--- src/rtl/sync_updown_mod_counter_pkg.sv ---
// Shared definitions for the up/down modulo counter.
//   DIR_UP / DIR_DOWN : encodings of the up_dn input
//   params_legal()    : WIDTH/MODULUS legality check, evaluated at elaboration
package counter_pkg;

   localparam logic DIR_UP   = 1'b1;
   localparam logic DIR_DOWN = 1'b0;

   localparam int MIN_WIDTH = 2;
   localparam int MAX_WIDTH = 16;

   // WIDTH must be 2..16 and MODULUS 2..2**WIDTH.
   function automatic bit params_legal(input int width, input int modulus);
      if (width < MIN_WIDTH || width > MAX_WIDTH) return 1'b0;
      if (modulus < 2 || modulus > (1 << width))  return 1'b0;
      return 1'b1;
   endfunction

endpackage

--- src/rtl/sync_updown_mod_counter_if.sv ---
// Control/status bundle of the counter.
//   en, up_dn, load, d : driven by the controller (master)
//   q, tc, wrap        : driven by the counter (slave)
interface sync_updown_mod_counter_if #(
   parameter int WIDTH = 4
);
   logic             en;
   logic             up_dn;
   logic             load;
   logic [WIDTH-1:0] d;
   logic [WIDTH-1:0] q;
   logic             tc;
   logic             wrap;

   modport master (
      output en, up_dn, load, d,
      input  q, tc, wrap
   );

   modport slave (
      input  en, up_dn, load, d,
      output q, tc, wrap
   );
endinterface

--- src/rtl/sync_updown_mod_counter_jk_ff.sv ---
// JK flip-flop with synchronous active-high reset.
//   j, k  : 00 hold, 01 clear, 10 set, 11 toggle
//   clk   : rising-edge clock
//   reset : synchronous, active-high, clears q
//   q     : registered output
module jk_ff (
   input  logic clk,
   input  logic reset,
   input  logic j,
   input  logic k,
   output logic q
);
   logic q_q;
   logic q_d;

   always_comb begin
      q_d = q_q;
      unique case ({j, k})
         2'b00: q_d = q_q;
         2'b01: q_d = 1'b0;
         2'b10: q_d = 1'b1;
         2'b11: q_d = ~q_q;
         default: q_d = q_q;
      endcase
   end

   always_ff @(posedge clk) begin
      if (reset) q_q <= 1'b0;
      else       q_q <= q_d;
   end

   assign q = q_q;
endmodule

--- src/rtl/sync_updown_mod_counter.sv ---
// Synchronous up/down modulo-MODULUS counter built from JK flip-flops.
//   clk, reset : clock and synchronous active-high reset
//   bus.en     : advance one step per cycle
//   bus.up_dn  : 1 = up, 0 = down
//   bus.load   : parallel load of bus.d (clamped to MODULUS-1)
//   bus.q      : registered count
//   bus.tc     : terminal count for the current direction (combinational)
//   bus.wrap   : one-cycle registered pulse after a modulus wrap
// Priority per edge: reset > load > en > hold.
module sync_updown_mod_counter
   import counter_pkg::*;
#(
   parameter int WIDTH   = 4,
   parameter int MODULUS = 16
) (
   input  logic                            clk,
   input  logic                            reset,
   sync_updown_mod_counter_if.slave        bus
);

   if (!params_legal(WIDTH, MODULUS)) begin : g_bad_params
      $error("sync_updown_mod_counter: illegal WIDTH/MODULUS combination");
   end

   localparam logic [WIDTH-1:0] MAX_CNT = WIDTH'(MODULUS - 1);

   logic [WIDTH-1:0] cnt_q;
   logic [WIDTH-1:0] cnt_d;
   logic [WIDTH-1:0] jk_j;
   logic [WIDTH-1:0] jk_k;
   logic             force_d;    // load or wrap: drive J/K as set/clear
   logic             at_tc;
   logic             wrap_d;
   logic             wrap_q;

   assign at_tc = (bus.up_dn == DIR_UP) ? (cnt_q == MAX_CNT) : (cnt_q == '0);

   always_comb begin
      cnt_d   = cnt_q;
      force_d = 1'b0;
      wrap_d  = 1'b0;
      if (bus.load) begin
         // Out-of-range load values clamp so no illegal state is reachable.
         cnt_d   = (32'(bus.d) >= 32'(MODULUS)) ? MAX_CNT : bus.d;
         force_d = 1'b1;
      end else if (bus.en) begin
         if (at_tc) begin
            cnt_d   = (bus.up_dn == DIR_UP) ? '0 : MAX_CNT;
            force_d = 1'b1;
            wrap_d  = 1'b1;
         end else if (bus.up_dn == DIR_UP) begin
            cnt_d = cnt_q + 1'b1;
         end else begin
            cnt_d = cnt_q - 1'b1;
         end
      end
   end

   // Plain counting toggles the bits that change; load/wrap set or clear
   // every bit explicitly.
   always_comb begin
      jk_j = cnt_q ^ cnt_d;
      jk_k = cnt_q ^ cnt_d;
      if (force_d) begin
         jk_j = cnt_d;
         jk_k = ~cnt_d;
      end
   end

   for (genvar b = 0; b < WIDTH; b++) begin : g_bit
      jk_ff u_jk (
         .clk   (clk),
         .reset (reset),
         .j     (jk_j[b]),
         .k     (jk_k[b]),
         .q     (cnt_q[b])
      );
   end

   always_ff @(posedge clk) begin
      if (reset) wrap_q <= 1'b0;
      else       wrap_q <= wrap_d;
   end

   assign bus.q    = cnt_q;
   assign bus.tc   = at_tc;
   assign bus.wrap = wrap_q;

endmodule

--- src/flat_wrapper.sv ---
// flat-port wrapper written by rule: the top's interface ports become plain ports
module sync_updown_mod_counter_flat import counter_pkg::*;
#(
   parameter int WIDTH   = 4,
   parameter int MODULUS = 16
)
  (clk, reset, bus_en, bus_up_dn, bus_load, bus_d, bus_q, bus_tc, bus_wrap);
  sync_updown_mod_counter_if #(.WIDTH(WIDTH)) bus_i ();
  input  logic clk;
  input  logic reset;
  input wire logic [$bits(bus_i.en)-1:0] bus_en;
  input wire logic [$bits(bus_i.up_dn)-1:0] bus_up_dn;
  input wire logic [$bits(bus_i.load)-1:0] bus_load;
  input wire logic [$bits(bus_i.d)-1:0] bus_d;
  output wire logic [$bits(bus_i.q)-1:0] bus_q;
  output wire logic [$bits(bus_i.tc)-1:0] bus_tc;
  output wire logic [$bits(bus_i.wrap)-1:0] bus_wrap;
  assign bus_i.en = bus_en;
  assign bus_i.up_dn = bus_up_dn;
  assign bus_i.load = bus_load;
  assign bus_i.d = bus_d;
  assign bus_q = bus_i.q;
  assign bus_tc = bus_i.tc;
  assign bus_wrap = bus_i.wrap;
  sync_updown_mod_counter #(.WIDTH(WIDTH), .MODULUS(MODULUS)) u_core (.clk(clk), .reset(reset), .bus(bus_i));
endmodule
--- config.mk ---
export PLATFORM = sky130hd
export DESIGN_NAME = sync_updown_mod_counter_flat
export DESIGN_NICKNAME = d
export VERILOG_FILES = /design/src/rtl/sync_updown_mod_counter_pkg.sv /design/src/rtl/sync_updown_mod_counter_if.sv /design/src/rtl/sync_updown_mod_counter_jk_ff.sv /design/src/rtl/sync_updown_mod_counter.sv /design/src/flat_wrapper.sv
export SDC_FILE = /design/constraint.sdc
export NUM_CORES = 1
export LEC_CHECK = 0
export ABC_AREA = 0
export BUFFER_PORTS_ARGS = -buffer_cell sky130_fd_sc_hd__buf_2
export CORE_AREA = 4 4 41 43
export CTS_BUF_LIST = sky130_fd_sc_hd__clkbuf_4
export DETAILED_ROUTE_END_ITERATION = 12
export DIE_AREA = 0 0 45 47
export GPL_TIMING_DRIVEN = 0
export PLACE_DENSITY = 0.65
export SLEW_MARGIN = 20
export SYNTH_ARGS = -nofsm -noshare
export SYNTH_HDL_FRONTEND = slang
export SYNTH_SLANG_ARGS = --single-unit
--- constraint.sdc ---
create_clock -name clk -period 1.4 [get_ports clk]
set_clock_uncertainty 0.05 [all_clocks]
set_input_delay 0.14 -clock clk [delete_from_list [all_inputs] [get_ports clk]]
set_output_delay 0.14 -clock clk [all_outputs]
set_load 0.03 [all_outputs]
======== After elaboration in Yosys (flattened, before gate mapping) ========
Index checks and enable logic that the tools add are counted.
Widths: inputs -> output; s select.
storage, ports and cells
  input port bits ......................... 9
  bits in registers ....................... 5
  RAM bits ................................ 0
  memories ................................ 0
  logic and storage cells ................. 47
  output and inout bits ................... 6
  bits in read-only memories .............. 0
  latch bits .............................. 0
operators by class
  shift operators ......................... 0
  mux-type cells .......................... 15
  reductions and logical operators ........ 6
  equality and inequality tests ........... 13
  order comparisons ....................... 0
  $add $sub $neg .......................... 2
  divide/modulo/power cells ............... 0
  multiply operators ...................... 0
  bitwise logic cells ..................... 6
operator list
  operator             number
  $mux 4               7
  $eq 2x2->1 const B   8
  $pmux 1 s3           4
  $eq 2x1->1 const B   4
  $logic_not 2->1      4
  $add 4x1->4 const B  1
  $eq 4x4->1 const B   1
  $logic_not 4->1      1
  $mux 1               4
  $not 1->1            4
  $not 4->4            1
  $sub 4x1->4 const B  1
  $xor 4x4->4          1
  $reduce_or 2->1      1

======== Depth between registers and ports, before layout ========
  depth in word-level cells ............... 9
  depth in mapped cells ................... 6
  depth with buffers taken out ............ 6

======== Modules after synthesis ========
From an unflattened synthesis, not the netlist that was laid out.
unflattened totals
  cell total of the unflattened synthesis .. 62
  area, all modules ....................... 495.5 µm²
modules (own cells, without submodules)
  module                   area each (µm²)  seq. area each (µm²)  times used  cells each
  sync_updown_mod_counter  370.4            20.0                  1           50
  jk_ff                    31.3             20.0                  4           3

======== Worst setup path after synthesis ========
OpenSTA, ideal clock, no wires.
  path kind ............................... register -> register
  start ................................... register u_core.g_bit[1].u_jk.q_q
  end ..................................... register u_core.g_bit[2].u_jk.q_q
  data arrival time ....................... 1.359 ns
  data required time ...................... 1.264 ns
  period minus slack after synthesis ...... 1.495 ns
  buffers on the path ..................... 0
  setup time .............................. 0.086 ns
  slack ................................... -0.095 ns
  stages on the path, launching flop included .. 7
  cell sequence ........................... dfxtp_1 inv_1 fa_1 xor2_1 o21ai_1 nand3_1 a221oi_2
on the way
  longest elaborated chain between the ends .. 9
  elaborated cells on any way between the ends .. 21
  those cells by class .................... add/sub (2); eq/ne (4); mux (11); bitwise (2); reduce/logical (2)
ends and longest elaborated chain
  what                                             line                                                                                         text
  start, declared                                  sync_updown_mod_counter_jk_ff.sv:13                                                          logic q_q;
  start signal, assigned                           sync_updown_mod_counter_jk_ff.sv:29                                                          else q_q <= q_d;
  $sub 4x1->4 (tied with other cells)              sync_updown_mod_counter.sv:54                                                                cnt_d = cnt_q - 1'b1;
  $mux 4 / $mux 1 (equally long branches)          sync_updown_mod_counter.sv:51, sync_updown_mod_counter.sv:36
  $mux 4                                           sync_updown_mod_counter.sv:47                                                                if (at_tc) begin
  $mux 4                                           sync_updown_mod_counter.sv:46                                                                end else if (bus.en) begin
  $mux 4                                           sync_updown_mod_counter.sv:42                                                                if (bus.load) begin
  $xor 4x4->4 / $not 4->4 (equally long branches)  sync_updown_mod_counter.sv:62, sync_updown_mod_counter.sv:63, sync_updown_mod_counter.sv:66
  $mux 4                                           sync_updown_mod_counter.sv:64                                                                if (force_d) begin
  $eq 2x2->1 / $eq 2x1->1 (equally long branches)  sync_updown_mod_counter_jk_ff.sv:18                                                          unique case ({j, k})
  $pmux 1 s3                                       sync_updown_mod_counter_jk_ff.sv:18
  end signal, assigned                             sync_updown_mod_counter_jk_ff.sv:29
  end, declared                                    sync_updown_mod_counter_jk_ff.sv:13
Parallel ways exist; a longest one is shown, timed or not.
A chain may end at the register's enable or synchronous reset.

======== Worst setup path after layout ========
Same ends and word-level chain as after synthesis.

==> metrics.csv <==
stage,metric,value,unit
synth,synth.net_count,65,
sta,max_freq,710.6,MHz
floorplan,die_w,45,µm
setup_path,worst_ep_required_time,1.50,ns
setup_path,start_kind,register,
outcome,run_status,finished with violations,
layout,syn2layout_area_growth,41.77,%
layout,final_core_util,0.4471,
layout,finalNonFillerCells,88,
setup_path,crit_path_start,u_core.g_bit[1].u_jk.q,
setup_path,timing_worst_setup_path_type,register to register,
hold_path,worst_min_path_start,reset,
floorplan,core_region_area,0.001301,mm²
synth,syn_area,410.4,µm²
cts,cts_root_buf,clkbuf_4,
cts,cts_buffers,3,
setup_path,critical_path_peak_fanout,6,
floorplan,dieArea,0.002115,mm²
setup_path,crit-reg2reg-capture,u_core.g_bit[2].u_jk.q,
setup_path,arrival_time_of_the_worst_setup_path,1.51,ns
synth,ys.warnings.count,0,
hold_path,worst_hold_path.num_cells,2,
synth,syn_inst,53,
sta,final-setup-viol-count,1,
setup_path,length_in_cells_of_the_worst_reg_to_reg_path,6,
floorplan,floorplan.initialDensity,0.3154,
sta,fin_crit_sh,1.005,
route,drt.antenna.violating_nets,0,
outcome,failing_checks,negative setup slack,
power_and_ir_drop,irDropWorstVdd,0.3843,mV
layout,multi_input_comb_area,266.5,µm²
route,dr_total_vias,426,
synth,avgSynthCellArea,7.743,µm²
global_routing,grt_overflow_total,0,
route,wirelength,1001,µm
route,pre_repair_dr_iteration_count,3,
hold_path,hold_path_class,input pin to register,
layout,insertedDiodeCount,0,
global_routing,antenna_found_initial,0,
cts,worstSkewPairLatency,0.24,ns
sta,worstMarginPinSlew,0.1960,ns
place,dpl.hpwl,706.6,µm
sta,totalNegativeSetupSlack,-0.007339,ns
route,detail_route.drc_violations,0,
layout,seqCellArea,112.6,µm²
place,port_buffers,13,
setup_path,r2r-start,u_core.g_bit[1].u_jk.q,
power_and_ir_drop,total_power,0.5562,mW
global_routing,maximum_number_of_pins_on_one_net_before_global_route_repair,10,
place,dpl.cell_count,81,
cts,cts_buffer_depth,2,
flow_run,max_cap_violations,0,
sta,timing.final.ws_setup,-0.007339,ns
synth,ys_seq_elements,5,
layout,final_nets,86,
route,drt_first_iter_violations,5,
cts,tritoncts_clock_tree,built,
sta,fin_crit,1.407,ns
place,gp_congestion,0.7574,
layout,layout-drive-gt1-share,0.5205,
synth,synth_sequential_area_ratio,0.2439,
power_and_ir_drop,leakage,0.2888,nW
power_and_ir_drop,power.density_cell_area,956.0,mW/mm²
sta,hold_viol,0,
hold_path,worst_hold_path.endpoint,u_core.g_bit[2].u_jk.q,
route,route.detailed.wl_per_inst,11.38,µm
cts,htree_levels,1,
floorplan,rows,13,
floorplan,io_pins,15,
synth,post_synth_num_cell_types,23,
global_routing,overall_global_routing_resource_usage,0.1146,
sta,maxSlewHeadroom,0.8685,
cts,clock_sink_count,5,
route,post_drt_via_cell_ratio,4.841,
floorplan,floorplan.die.height,47,µm
global_routing,grt_pass1_vias,384,
setup_path,r2r_slack,-0.007,ns
sta,final-max-slew-violation-count,0,
layout,fill_cells,151,
sta,rsz0062_at_grt,true,
global_routing,grt_first_pass_wirelength,1697,µm
cts,clock_pin_slew_of_the_registers_on_the_worst_case_setup_and_hold_paths,0.05,ns
place,detailedPlace.worstSlack,-0.09405,ns
setup_path,critPathCaptureType,register,
[cells in the mapped netlist, drive strengths merged]
cell	count	area (µm²)
a21o	1	7.510
xnor2	2	17.52
nand2	2	7.510
nand2b	1	6.260
buf	5	37.54
nor2b	1	6.260
or3	1	6.260
o21ai	3	15.01
nor2	5	18.77
nand3	2	10.01
or2	1	6.260
dfxtp	5	100.1
a21oi	6	30.03
inv	6	22.52
xor2	1	8.760
and2	1	6.260
ha	2	25.02
a211oi	1	7.510
nor3	3	15.01
a221oi	2	30.03
nand4	1	6.260
fa	1	20.02
[flip-flops by register name, indices dropped and copies added, names as in the netlist]
signal               count
u_core.g_bit.u_jk.q      4
u_core.bus.wrap          1
[layout make-up]
cell class,count,share of cell area
multi-input cells,37,0.4581
plain buffers,5,0.06452
flip-flops and latches,5,0.1935
well taps,15,0.03226
inverters,6,0.03871
clock buffers,4,0.05161
repair buffers,16,0.1613
[report_power, final]
group	total (mW)	internal, mW	switching, mW
clock network	0.192	0.127	0.0643
registers	0.172	0.154	0.0174
logic	0.193	0.0909	0.102
[logic make-up after synthesis]
group	count (synthesis)	share of synthesized area
and+or+nand+nor	18	0.2165
adders and majority gates	3	0.1097
AOI/OAI and AO/OA	13	0.2195
xor gates and xnor gates	3	0.06404
DFF	5	0.2439
buffers and inverters	11	0.1463
[critical path: stages (launching register included)]
cell	delay (ns)
dfxtp_4	0.38
inv_2	0.04
fa_2	0.33
xor2_1	0.14
o21ai_1	0.07
nand3_1	0.10
a221oi_2	0.21
[cells in the final DEF (no fill, tap or decap)]
cell type,count
buf_6,1
nor2_1,4
ha_1,2
nor2b_1,1
dfxtp_2,1
nand4_1,1
nand3_1,2
a211oi_1,1
fa_2,1
xor2_1,1
inv_2,2
buf_4,8
dfxtp_1,1
nand2_1,2
or2_4,1
buf_2,12
nor3_1,2
xnor2_1,2
inv_1,4
clkbuf_4,4
nand2b_1,1
a21oi_1,6
nor2_2,1
o21ai_1,1
o21ai_0,1
a221oi_2,2
dfxtp_4,3
o21ai_2,1
or3_1,1
nor3_2,1
and2_1,1
a21o_1,1
[what timing repair did]
action / 4_1_cts / 5_1_grt
pin swaps: 8 / 4
setup buffers: 3 / 0
hold buffers: 0 / 0
endpoints found under the setup margin: 3 / 4
resized for setup: 6 / 8
[metal layers]
layer | vias up | wire (µm) | track usage
li1 | 217 | - | -
met1 | 198 | 430 | 0.1458
met2 | 11 | 491 | 0.1695
met3 | 0 | 79 | 0.05747
met4 | 0 | 0 | 0.03509
met5 | - | 0 | 0
[worst max-delay path by stage]
| stage | end | slack, ns | cells past startpoint |
|---|---|---|---|
| 5_1_grt | u_core.g_bit[2].u_jk.q | -0.07 | 6 |
| 4_1_cts | u_core.g_bit[2].u_jk.q | -0.02 | 6 |
| 2_1_floorplan | u_core.g_bit[2].u_jk.q | 0.005 | 6 |
| 6_report | u_core.g_bit[2].u_jk.q | -0.007 | 6 |
| 3_5_place_dp | u_core.g_bit[2].u_jk.q | -0.09 | 6 |
| 3_3_place_gp | u_core.g_bit[2].u_jk.q | -0.08 | 6 |
[stage by stage]
| stage | hold WS [ns] | area [µm²] |
|---|---|---|
| after floorplan | 0.1488 | 415.4 |
| after global placement | 0.3189 | 499.2 |
| after detailed placement | 0.3296 | 499.2 |
| after CTS | 0.08301 | 561.8 |
| after global routing | 0.06909 | 581.8 |
| final | 0.08276 | 581.8 |
Note: power is estimated with default switching activity, not from simulation.
